## src/rtl/temp_pkg.sv

```systemverilog
// Shared definitions for the temperature path: frame layout, FSM states and clamp limits.
package temp_pkg;

  localparam int TEMP_W    = 10;
  localparam int FRAME_W   = 16;
  localparam int VALID_BIT = 0;

  // Limits in 0.25 degC units
  localparam logic signed [TEMP_W-1:0] TEMP_MIN = -10'sd160;
  localparam logic signed [TEMP_W-1:0] TEMP_MAX =  10'sd480;

  typedef enum logic [2:0] {
    ST_IDLE,
    ST_SETUP,
    ST_SHIFT,
    ST_HOLD,
    ST_PUBLISH,
    ST_WAIT
  } state_t;

  function automatic logic signed [TEMP_W-1:0] clamp_temp(input logic signed [TEMP_W-1:0] t);
    if (t < TEMP_MIN)
      return TEMP_MIN;
    else if (t > TEMP_MAX)
      return TEMP_MAX;
    else
      return t;
  endfunction

endpackage

```

## src/rtl/temp_sampler_sclk_gen.sv

```systemverilog
// Serial clock generator: half-period counter with sclk level, rise strobe and half-period-done strobe.
module sclk_gen #(
  parameter int CLK_DIV = 2
) (
  input  logic clk,
  input  logic rst,
  input  logic en,
  input  logic toggle_en,
  output logic sclk,
  output logic rise,
  output logic half_done
);

  localparam int CNT_W = (CLK_DIV > 1) ? $clog2(CLK_DIV) : 1;

  logic [CNT_W-1:0] cnt;

  assign half_done = en && (cnt == CNT_W'(CLK_DIV - 1));
  // High on the clk edge where sclk goes low->high, i.e. the sampling edge.
  assign rise      = half_done && toggle_en && !sclk;

  // NOTE: sequential state uses non-blocking assignments so every register sees pre-edge values.
  always_ff @(posedge clk) begin
    if (rst) begin
      cnt  <= '0;
      sclk <= 1'b0;
    end else if (!en) begin
      cnt  <= '0;
      sclk <= 1'b0;
    end else begin
      if (half_done)
        cnt <= '0;
      else
        cnt <= cnt + CNT_W'(1);
      if (half_done && toggle_en)
        sclk <= ~sclk;
    end
  end

endmodule

```

## src/rtl/temp_sampler.sv

```systemverilog
// 3-wire temperature sensor front end: periodic 16-bit frame read, valid-bit check, strobed output.
// Optional TEMP_SAMPLER_CLAMP_EN saturates valid readings to [TEMP_MIN, TEMP_MAX].
module temp_sampler
  import temp_pkg::*;
#(
  parameter int CLK_DIV       = 2,
  parameter int SAMPLE_PERIOD = 100
) (
  input  logic                     clk,
  input  logic                     rst,
  input  logic                     enable,
  input  logic                     sensor_miso,
  output logic                     sensor_sclk,
  output logic                     sensor_cs_n,
  output logic signed [TEMP_W-1:0] tempvalue,
  output logic                     shift_en,
  output logic                     invalid_frame,
  output logic                     busy
);

  localparam int PER_W = $clog2(SAMPLE_PERIOD + 1);

  state_t state, next_state;

  logic               sclk_run;
  logic               sclk_toggle;
  logic               sclk_rise;
  logic               half_done;
  logic [4:0]         half_cnt;
  logic [FRAME_W-1:0] shreg;
  logic [PER_W-1:0]   period_cnt;
  logic               frame_start;
  logic signed [TEMP_W-1:0] frame_temp;
  logic signed [TEMP_W-1:0] load_temp;

  sclk_gen #(.CLK_DIV(CLK_DIV)) u_sclk_gen (
    .clk       (clk),
    .rst       (rst),
    .en        (sclk_run),
    .toggle_en (sclk_toggle),
    .sclk      (sensor_sclk),
    .rise      (sclk_rise),
    .half_done (half_done)
  );

  assign frame_temp  = shreg[FRAME_W-1 -: TEMP_W];
  assign frame_start = (next_state == ST_SETUP) && (state != ST_SETUP);

`ifdef TEMP_SAMPLER_CLAMP_EN
  assign load_temp = clamp_temp(frame_temp);
`else
  assign load_temp = frame_temp;
`endif

  always_ff @(posedge clk) begin
    if (rst)
      state <= ST_IDLE;
    else
      state <= next_state;
  end

  // NOTE: every always_comb output gets a default first so no path leaves it unassigned (no latch).
  always_comb begin
    next_state = state;
    unique case (state)
      ST_IDLE:    if (enable) next_state = ST_SETUP;
      ST_SETUP:   if (half_done) next_state = ST_SHIFT;
      ST_SHIFT:   if (half_done && half_cnt == 5'd31) next_state = ST_HOLD;
      ST_HOLD:    if (half_done) next_state = ST_PUBLISH;
      ST_PUBLISH: next_state = enable ? ST_WAIT : ST_IDLE;
      ST_WAIT: begin
        if (!enable)
          next_state = ST_IDLE;
        else if (period_cnt == PER_W'(SAMPLE_PERIOD - 1))
          next_state = ST_SETUP;
      end
      default:    next_state = ST_IDLE;
    endcase
  end

  always_comb begin
    sensor_cs_n = 1'b1;
    busy        = 1'b0;
    sclk_run    = 1'b0;
    sclk_toggle = 1'b0;
    unique case (state)
      ST_SETUP: begin
        sensor_cs_n = 1'b0;
        busy        = 1'b1;
        sclk_run    = 1'b1;
      end
      ST_SHIFT: begin
        sensor_cs_n = 1'b0;
        busy        = 1'b1;
        sclk_run    = 1'b1;
        sclk_toggle = 1'b1;
      end
      ST_HOLD: begin
        busy     = 1'b1;
        sclk_run = 1'b1;
      end
      ST_PUBLISH: busy = 1'b1;
      default: ;
    endcase
  end

  // Results are registered on the HOLD->PUBLISH edge so they are visible during PUBLISH.
  always_ff @(posedge clk) begin
    if (rst) begin
      half_cnt      <= '0;
      shreg         <= '0;
      period_cnt    <= '0;
      tempvalue     <= '0;
      shift_en      <= 1'b0;
      invalid_frame <= 1'b0;
    end else begin
      shift_en      <= 1'b0;
      invalid_frame <= 1'b0;

      // Period is measured from cs_n fall to the next cs_n fall.
      if (frame_start)
        period_cnt <= '0;
      else if (state != ST_IDLE)
        period_cnt <= period_cnt + PER_W'(1);

      if (state != ST_SHIFT)
        half_cnt <= '0;
      else if (half_done)
        half_cnt <= half_cnt + 5'd1;

      if (sclk_rise)
        shreg <= {shreg[FRAME_W-2:0], sensor_miso};

      if (state == ST_HOLD && half_done) begin
        if (shreg[VALID_BIT]) begin
          tempvalue <= load_temp;
          shift_en  <= 1'b1;
        end else begin
          invalid_frame <= 1'b1;
        end
      end
    end
  end

endmodule

```

## config.mk

```make
export PLATFORM = sky130hd
export DESIGN_NAME = temp_sampler
export DESIGN_NICKNAME = d
export VERILOG_FILES = /design/src/rtl/temp_pkg.sv /design/src/rtl/temp_sampler_sclk_gen.sv /design/src/rtl/temp_sampler.sv
export SDC_FILE = /design/constraint.sdc
export NUM_CORES = 1
export LEC_CHECK = 0
export ABC_AREA = 1
export CORE_ASPECT_RATIO = 0.9
export CORE_MARGIN = 4
export CORE_UTILIZATION = 48
export DETAILED_ROUTE_END_ITERATION = 8
export PLACE_DENSITY_LB_ADDON = 0.08
export SYNTH_ARGS = -nofsm -noshare
export SYNTH_HDL_FRONTEND = slang
export SYNTH_HIERARCHICAL = 1
export SYNTH_SLANG_ARGS = --single-unit
export TNS_END_PERCENT = 5
```

## constraint.sdc

```tcl
create_clock -name clk -period 1.99 [get_ports clk]
set_clock_uncertainty 0.15 [all_clocks]
set_input_delay 0.199 -clock clk [delete_from_list [all_inputs] [get_ports clk]]
set_output_delay 0.199 -clock clk [all_outputs]
set_load 0.01 [all_outputs]
```

==> results of run 1 <==
## registers in the layout, indices dropped and copies added (netlist names)
name             flops
shreg               16
tempvalue           10
period_cnt           7
half_cnt             5
state                3
invalid_frame        1
shift_en             1
u_sclk_gen/cnt       1
u_sclk_gen/sclk      1
## cell families (layout without fill, tap and decap cells)
kind of cell	after synthesis	in the layout	synth area share (%)
AOI/OAI and AO/OA	48	48	12.9
xor gates and xnor gates	5	5	2.24
adders and majority gates	3	3	1.92
buffers and inverters	42	69	9.46
DFF	45	45	46.0
muxes	1	1	0.575
and+or+nand+nor	103	103	26.9
## worst max-delay path: stages (launching register included)
cell and delay [ns]:
dfxtp_4 0.39, buf_4 0.16, nor2_4 0.15, inv_1 0.07, o21ai_0 0.07, inv_1 0.05, dlygate4sd2_1 0.27
## metal layers
metal / global-route usage (%) / share of wire, % / vias up
li1: - / - / 829
met2: 23.8 / 42 / 17
met4: 5.90 / 1.6 / 0
met3: 3.77 / 3.2 / 7
met5: 0 / 0 / -
met1: 21.7 / 53 / 662
## synth_stat cells, types with 2 or more instances
library cell / instances / area [um^2]
nor3_1: 4 / 20.0
nor2_1: 44 / 165
inv_2: 5 / 18.8
buf_2: 3 / 15.0
nand2_2: 8 / 50.1
buf_6: 2 / 22.5
a31oi_1: 2 / 12.5
ha_1: 3 / 37.5
nand2_1: 20 / 75.1
nor2_4: 3 / 33.8
dfxtp_1: 45 / 901
o21ai_0: 12 / 60.1
clkbuf_1: 3 / 11.3
xor2_1: 3 / 26.3
xnor2_1: 2 / 17.5
nand3_1: 7 / 35.0
a21oi_1: 16 / 80.1
o21ai_1: 15 / 75.1
nor2_2: 11 / 68.8
inv_1: 27 / 101
## through the flow
step	setup WS, ns	area, um^2	hold slack, ns
final	0.186	2320	0.300
after detailed placement	0.164	2210	0.290
after global placement	0.175	2210	0.288
after floorplan	0.229	1960	0.118
after global routing	0.115	2320	0.316
after CTS	0.168	2320	0.304
## final cells by class
cell class	instances	area (um^2)
clock buffers	5	68.8
clock inverters	3	25.0
fillers	347	1520
inverters	33	129
multi-input cells	160	876
flip-flops and latches	45	907
well taps	46	57.6
repair buffers	28	253
## path summary, 6_finish.rpt
check                from       endpoint  slack (ns)  depth (start not counted)
max              state[2]    sensor_cs_n        0.19                          6
max reg2reg      state[1]  period_cnt[2]        0.27                         14
min          tempvalue[3]   tempvalue[3]        0.30                          2
min reg2reg  tempvalue[3]   tempvalue[3]        0.30                          2
## power by group through the flow
stage,Clock (uW),Sequential [uW],Combinational [uW]
final,580,913,118
after CTS,600,913,119
after global routing,637,914,132
after floorplan,0,931,85.1
after global placement,0,935,119
after detailed placement,0,935,120
==> flow_metrics.env, run 1 <==
export IMPL_final_core_util_pct=60.4
export IMPL_cp_arrival_ns=1.46
export IMPL_grt_remaining_overflow=0
export IMPL_die_area_um2=5160
export IMPL_syn_area_um2=1960
export IMPL_mostFrequentLayoutCells="44 x nor2_1, 42 x dfxtp_1, 27 x inv_1, 20 x nand2_1"
export IMPL_clock_fmax_mhz=554
export IMPL_numPortBuffers=18
export IMPL_post_drt_wl_per_cell_um=11.1
export IMPL_dp_cells=312
export IMPL_hold_viol_final=0
export IMPL_postRouteAntennaNets=0
export IMPL_slew_headroom_pct=67.4
export IMPL_clock_latency_ns=0.30
export IMPL_grt_pass1_wl_mm=6.24
export IMPL_drt_total_wl_mm=3.54
export IMPL_synth_edff_count=0
export IMPL_p_sw_share_pct=25.1
export IMPL_cellLeakagePower_uw=0.000968
export IMPL_maxCapViolations=0
export IMPL_p_comb_share_pct=7.3
export IMPL_cp_max_fo=6
export IMPL_power_frac_clock_pct=36.0
export IMPL_rows=21
export IMPL_area_delta_synth_final_pct=18.4
export IMPL_cts_buffer_depth=2
export IMPL_initial_utilization_pct=51.0
export IMPL_internal_power_uw=1210
export IMPL_hpwlAfterDp_mm=2.43
export IMPL_die_y_um=68.6
export IMPL_dr_pass1_iters=4
export IMPL_htree_levels=2
export IMPL_die_w_um=75.3
export IMPL_final_setup_tns_ns=0
export IMPL_period_share_pct=90.7
export IMPL_clock_sink_count=45
export IMPL_drt_iter0_drc=61
export IMPL_grt_max_degree=27
export IMPL_root_buffer="clkbuf_8"
export IMPL_ctsHoldBuffers=0
export IMPL_hp_class="flip-flop to flip-flop"
export IMPL_avgSynthCellArea_um2=7.92
export IMPL_io_pins=19
export IMPL_required_ns=1.64
export IMPL_layout_commonest_cell="nor2_1"
export IMPL_yosys_warnings=6
export IMPL_totalPowerFinal_uw=1610
export IMPL_grt_total_usage_pct=15.7
export IMPL_peakVddDrop_mv=0.472
export IMPL_cp_start_kind="flip-flop"
export IMPL_async_reset_ff_share_pct=0
export IMPL_tightest_slew_ns=0.488
export IMPL_ys_flop_type="dfxtp_1"
export IMPL_setup_violations=0
export IMPL_ys_types=32
export IMPL_cts_made_buffers=5
export IMPL_nNetsFinal=280
export IMPL_via_count=1515
export IMPL_seqPwrFrac_pct=56.7
export IMPL_ys_seq_area_share_pct=46.0
export IMPL_vias_per_cell=4.73
export IMPL_drv_slew=0
export IMPL_core_area_um2=3840
export IMPL_antennaDiodeCount=0
export IMPL_ys_seq_elements=45
export IMPL_switching_power_uw=404
export IMPL_endpoint_kind="output pin"
export IMPL_status="finished, final reports clean"
export IMPL_route_detailed_drc=0
export IMPL_syn_inst=247
export IMPL_drive_above_1_share_pct=20.4
export IMPL_tritoncts="yes"
export IMPL_period_minus_slack_ns=1.80
export IMPL_layout_cells_non_filler=320
export IMPL_p_per_area_nw_per_um2=696
export IMPL_clkTransAtPathRegs_ns=0.08
export IMPL_syn_nets=254
export IMPL_antenna_found_initial=0
export IMPL_first_global_vias=1414
export IMPL_worst_setup_path_type="flip-flop to output pin"
export IMPL_grt_setup_unrepaired="no"
export IMPL_cts_resized=7
export IMPL_gp_congestion=0.839
export IMPL_postCtsSetupBuffers=0
(Power assumes the default switching activity.)
==> run 2: changes to the inputs <==
--- a/config.mk
+++ b/config.mk
@@ -8,7 +8,7 @@
 export ABC_AREA = 1
 export CORE_ASPECT_RATIO = 0.9
 export CORE_MARGIN = 4
-export CORE_UTILIZATION = 48
+export CORE_UTILIZATION = 46
 export DETAILED_ROUTE_END_ITERATION = 8
 export PLACE_DENSITY_LB_ADDON = 0.08
 export SYNTH_ARGS = -nofsm -noshare
==> flow_metrics.env, run 2 (synthesis gave the netlist of run 1 again) <==
export IMPL_worst_slack_ns=0.280
export IMPL_clock_latency_ns=0.31
export IMPL_tritoncts="yes"
export IMPL_initial_utilization_pct=47.7
export IMPL_clock_fmax_mhz=585
export IMPL_hpwlAfterDp_mm=2.42
export IMPL_cp_max_fo=16
export IMPL_drive_above_1_share_pct=20.7
export IMPL_rr_worst_depth=8
export IMPL_hold_viol_final=0
export IMPL_rrSetupSlack_ns=0.28
export IMPL_maxCapViolations=0
export IMPL_rows=22
export IMPL_via_count=1531
export IMPL_numPortBuffers=18
export IMPL_hold_end="tempvalue[5]"
export IMPL_postRouteAntennaNets=0
export IMPL_top_register="shreg"
export IMPL_cts_buffer_depth=2
export IMPL_die_w_um=76.8
export IMPL_nNetsFinal=281
export IMPL_setup_violations=0
export IMPL_period_minus_slack_ns=1.71
export IMPL_ctsHoldBuffers=0
export IMPL_endpoint_kind="flip-flop"
export IMPL_reg2reg_to="shreg[3]"
export IMPL_p_per_area_nw_per_um2=702
export IMPL_area_delta_synth_final_pct=19.2
export IMPL_worst_setup_path_type="flip-flop to flip-flop"
export IMPL_mostFrequentLayoutCells="44 x nor2_1, 42 x dfxtp_1, 27 x inv_1, 20 x nand2_1"
export IMPL_drv_slew=0
export IMPL_cp_start_kind="flip-flop"
export IMPL_layout_commonest_cell="nor2_1"
export IMPL_drt_total_wl_mm=3.44
export IMPL_antenna_found_initial=0
export IMPL_clkTransAtPathRegs_ns=0.09
export IMPL_final_core_util_pct=56.9
export IMPL_cp_arrival_ns=1.81
export IMPL_core_area_um2=4100
export IMPL_holdCritStartpoint="tempvalue[5]"
export IMPL_dr_pass1_iters=4
export IMPL_r2r_start="state[1]"
export IMPL_post_drt_wl_per_cell_um=10.7
export IMPL_antennaDiodeCount=0
export IMPL_largest_register_ff_count=16
export IMPL_io_pins=19
export IMPL_route_detailed_drc=0
export IMPL_required_ns=2.09
export IMPL_clock_sink_count=45
export IMPL_slew_headroom_pct=67.2
export IMPL_final_setup_tns_ns=0
export IMPL_die_area_um2=5360
export IMPL_hold_depth=2
export IMPL_peakVddDrop_mv=0.465
export IMPL_grt_pass1_wl_mm=6.35
export IMPL_period_share_pct=85.9
export IMPL_vias_per_cell=4.74
export IMPL_die_y_um=69.9
export IMPL_place_ws_ns=0.241
export IMPL_grt_setup_unrepaired="no"
export IMPL_cellLeakagePower_uw=0.000990
export IMPL_drt_iter0_drc=71
export IMPL_grt_max_degree=17
export IMPL_grt_total_usage_pct=14.6
export IMPL_first_global_vias=1401
export IMPL_tightest_slew_ns=0.492
export IMPL_gp_congestion=0.850
export IMPL_hp_class="flip-flop to flip-flop"
export IMPL_largestRegisters="shreg: 16 flops, tempvalue: 10 flops, period_cnt: 7 flops"
export IMPL_htree_levels=2
export IMPL_root_buffer="clkbuf_8"
export IMPL_cts_made_buffers=5
export IMPL_grt_remaining_overflow=0
export IMPL_status="finished, final reports clean"
run 2: worst max path at each step:
stage	from	depth (start not counted)	end	slack (ns)
2_1_floorplan	state[0]	16	period_cnt[5]	0.23
3_3_place_gp	state[2]	7	shreg[0]	0.24
3_5_place_dp	state[2]	7	shreg[0]	0.24
4_1_cts	state[1]	7	sensor_cs_n	0.04
5_1_grt	state[1]	8	shreg[14]	0.1
6_report	state[1]	8	shreg[3]	0.28
run 2: worst max-delay path: stages (launching register included):
cell and delay, ns:
dfxtp_4 0.37, nor2_4 0.16, nor2_1 0.07, buf_4 0.14, nand4_1 0.10, inv_1 0.08, inv_1 0.38, nor2_1 0.08
nor2_1 0.13
run 2: layer usage:
metal / vias up / global-route usage [%] / routed length, um
met1: 665 / 20.1 / 1830
li1: 836 / - / -
met2: 23 / 20.9 / 1400
met4: 0 / 6.04 / 69
met3: 7 / 4.90 / 143
met5: - / 0 / 0
run 2: where the power goes:
part | internal (uW) | switching, uW
Clock | 286 | 323
Sequential | 905 | 8.79
Combinational | 50.4 | 65.6
run 2: final cells by class:
cell class                      count  area, um^2
Fill cell                         375        1770
Sequential cell                    45         907
Multi-Input combinational cell    160         871
Timing Repair Buffer               29         268
Inverter                           33         129
Clock buffer                        6        82.6
Tap cell                           48        60.1
Clock inverter                      2        16.3
run 2: stage by stage:
stage	total power, uW	hold WS (ns)	std cells	instance area [um^2]
after CTS	1670	0.303	323	2330
after global routing	1710	0.321	323	2330
after detailed placement	1050	0.288	315	2220
final	1640	0.298	323	2330
after global placement	1050	0.286	315	2220
after floorplan	1020	0.118	247	1960
run 2: timing repair:
| item | in CTS | in global routing |
|---|---|---|
| buffers inserted | 0 | 0 |
| setup endpoints to repair | 2 | 2 |
| pin swaps | 0 | 0 |
| resized for setup | 3 | 3 |
==> run 3: changes to the inputs <==
--- a/config.mk
+++ b/config.mk
@@ -7,12 +7,10 @@
 export LEC_CHECK = 0
 export ABC_AREA = 1
 export CORE_ASPECT_RATIO = 0.9
-export CORE_MARGIN = 4
-export CORE_UTILIZATION = 46
+export CORE_UTILIZATION = 40
 export DETAILED_ROUTE_END_ITERATION = 8
 export PLACE_DENSITY_LB_ADDON = 0.08
 export SYNTH_ARGS = -nofsm -noshare
 export SYNTH_HDL_FRONTEND = slang
-export SYNTH_HIERARCHICAL = 1
 export SYNTH_SLANG_ARGS = --single-unit
 export TNS_END_PERCENT = 5
==> flow_metrics.env, run 3 <==
export IMPL_status="finished, final reports clean"
export IMPL_rows=22
export IMPL_regArea_um2=907
export IMPL_first_global_vias=1289
export IMPL_core_area_um2=4240
export IMPL_clock_fmax_mhz=532
export IMPL_syn_area_um2=1830
export IMPL_drt_total_wl_mm=3.16
export IMPL_ys_types=23
export IMPL_clock_latency_ns=0.29
export IMPL_drv_slew=0
export IMPL_ys_flop_type="dfxtp_1"
export IMPL_endpoint_kind="output pin"
export IMPL_peakVddDrop_mv=0.474
export IMPL_grt_max_degree=29
export IMPL_worst_setup_path_type="flip-flop to output pin"
export IMPL_multi_input_area_um2=732
export IMPL_async_reset_ff_share_pct=0
export IMPL_setup_violations=0
export IMPL_place_area_um2=2080
export IMPL_largestRegisters="shreg: 16 flops, tempvalue: 10 flops, period_cnt: 7 flops"
export IMPL_hpwlAfterDp_mm=2.22
export IMPL_grt_remaining_overflow=0
export IMPL_cts_buffer_depth=2
export IMPL_synth_edff_count=0
export IMPL_yosys_warnings=0
export IMPL_cts_made_buffers=5
export IMPL_clkTransAtPathRegs_ns=0.08
export IMPL_slew_headroom_pct=83.3
export IMPL_synthTopCellsByArea="dfxtp_1 49%, a21oi_1 9.6%, inv_1 7.4%"
export IMPL_maxCapViolations=0
export IMPL_nNetsFinal=267
export IMPL_numPortBuffers=18
export IMPL_synth_commonest_cells="45 x dfxtp_1, 36 x inv_1, 35 x a21oi_1"
export IMPL_postCtsSetupBuffers=0
export IMPL_syn_nets=244
export IMPL_cp_arrival_ns=1.53
export IMPL_largest_register_ff_count=16
export IMPL_clock_sink_count=45
export IMPL_post_drt_wl_per_cell_um=9.84
export IMPL_synth_top_area_share_pct=49.2
export IMPL_area_delta_synth_final_pct=20.7
export IMPL_postRouteAntennaNets=0
export IMPL_htree_levels=2
export IMPL_hold_viol_final=0
export IMPL_initial_utilization_pct=43.2
export IMPL_required_ns=1.64
export IMPL_antennaDiodeCount=0
export IMPL_dr_pass1_iters=4
export IMPL_io_pins=19
export IMPL_avgSynthCellArea_um2=7.73
export IMPL_gp_congestion=0.814
export IMPL_drive_above_1_share_pct=9.58
export IMPL_tightest_slew_ns=0.250
export IMPL_period_share_pct=94.5
export IMPL_p_per_area_nw_per_um2=786
export IMPL_ys_seq_area_share_pct=49.2
export IMPL_cp_max_fo=6
export IMPL_vias_per_cell=4.58
export IMPL_cp_start_kind="flip-flop"
export IMPL_mostFrequentLayoutCells="42 x dfxtp_1, 36 x inv_1, 35 x a21oi_1, 32 x nand2_1, 22 x nor2_1"
export IMPL_top_register="shreg"
export IMPL_ys_seq_elements=45
export IMPL_die_y_um=66.2
export IMPL_grt_total_usage_pct=14.6
export IMPL_die_area_um2=4850
export IMPL_grt_setup_unrepaired="no"
export IMPL_antenna_found_initial=0
export IMPL_hp_class="flip-flop to flip-flop"
export IMPL_die_w_um=73.3
export IMPL_grt_pass1_wl_mm=5.33
export IMPL_cellLeakagePower_uw=0.000854
export IMPL_yosysTopAreaCell="dfxtp_1"
export IMPL_syn_inst=237
export IMPL_tritoncts="yes"
export IMPL_fin_area_um2=2210
export IMPL_root_buffer="clkbuf_8"
export IMPL_via_count=1471
export IMPL_period_minus_slack_ns=1.88
export IMPL_route_detailed_drc=0
export IMPL_final_setup_tns_ns=0
export IMPL_drt_iter0_drc=53
export IMPL_yosysMostFrequentCell="dfxtp_1"
export IMPL_fillers=456
export IMPL_layout_commonest_cell="dfxtp_1"
run 3: changes by cell type in the layout (fill, tap and decap cells not counted), moves of 4 or more:
cell,change
nand2_1,+12
o21ai_0,+5
a21oi_1,+19
inv_1,+9
nand2_2,-7
nor2_2,-9
buf_4,-6
o21ai_1,-4
nor2_1,-22
run 3: final timing paths:
check | start | to | slack [ns] | depth (start not counted)
setup / recovery | state[1] | busy | 0.11 | 5
setup reg to reg | half_cnt[1] | period_cnt[0] | 0.32 | 9
hold reg to reg | shreg[3] | shreg[3] | 0.30 | 2
hold / removal | shreg[3] | shreg[3] | 0.30 | 2
run 3: final cells by class:
class                   count  area share [%]
well taps                  60            3.40
repair buffers             24            10.8
multi-input cells         146            33.1
flip-flops and latches     45            41.0
clock inverters             1            1.36
clock buffers               7            3.90
inverters                  38            6.45
run 3: metal layers:
layer,global-route usage [%],vias to the layer above,routed length (um)
li1,-,804,-
met1,17.7,652,1670
met4,6.49,0,42
met5,0,-,0
met3,5.03,4,95
met2,23.1,11,1350
run 3: timing repair:
| action | in CTS | in global routing |
|---|---|---|
| hold buffers | 0 | 0 |
| gates resized for setup | 4 | 2 |
| setup endpoints to repair | 2 | 1 |
| pin swaps | 0 | 0 |
run 3: worst max-delay path, stage by stage (launching register included):
cell	delay [ns]
dfxtp_2	0.39
nor2_2	0.09
nor2_2	0.13
inv_1	0.06
nand2_1	0.05
clkdlybuf4s50_1	0.52
run 3: cell families (layout without fill, tap and decap cells):
logic type      after synthesis  in the layout  synth area share, %
fa+ha+maj                     3              3                 2.05
flops                        45             45                 49.2
compound gates               65             65                 18.2
mux                           1              1                0.615
simple gates                 72             72                 16.5
buf+inv                      46             70                 11.1
xor+xnor                      5              5                 2.39
run 3: through the flow:
| stage | util, % | total power, uW | hold WS (ns) | std cells | worst slack, ns |
|---|---|---|---|---|---|
| 6_report | 52.2 | 1740 | 0.297 | 321 | 0.109 |
| 5_1_grt | 52.2 | 1820 | 0.308 | 321 | 0.0107 |
| 4_1_cts | 52.1 | 1770 | 0.299 | 321 | 0.0474 |
| 3_5_place_dp | 49.1 | 1060 | 0.287 | 313 | 0.256 |
| 3_3_place_gp | 49.1 | 1060 | 0.281 | 313 | 0.251 |
| 2_1_floorplan | - | 1020 | 0.118 | 237 | 0.486 |
run 3: where the power goes:
group          leakage [uW]  switching (uW)  internal, uW  total (uW)
sequential         0.000365            12.7           910         922
clock             0.0000585             292           409         701
combinational      0.000432            66.5          48.6         115
total              0.000854             371          1370        1740
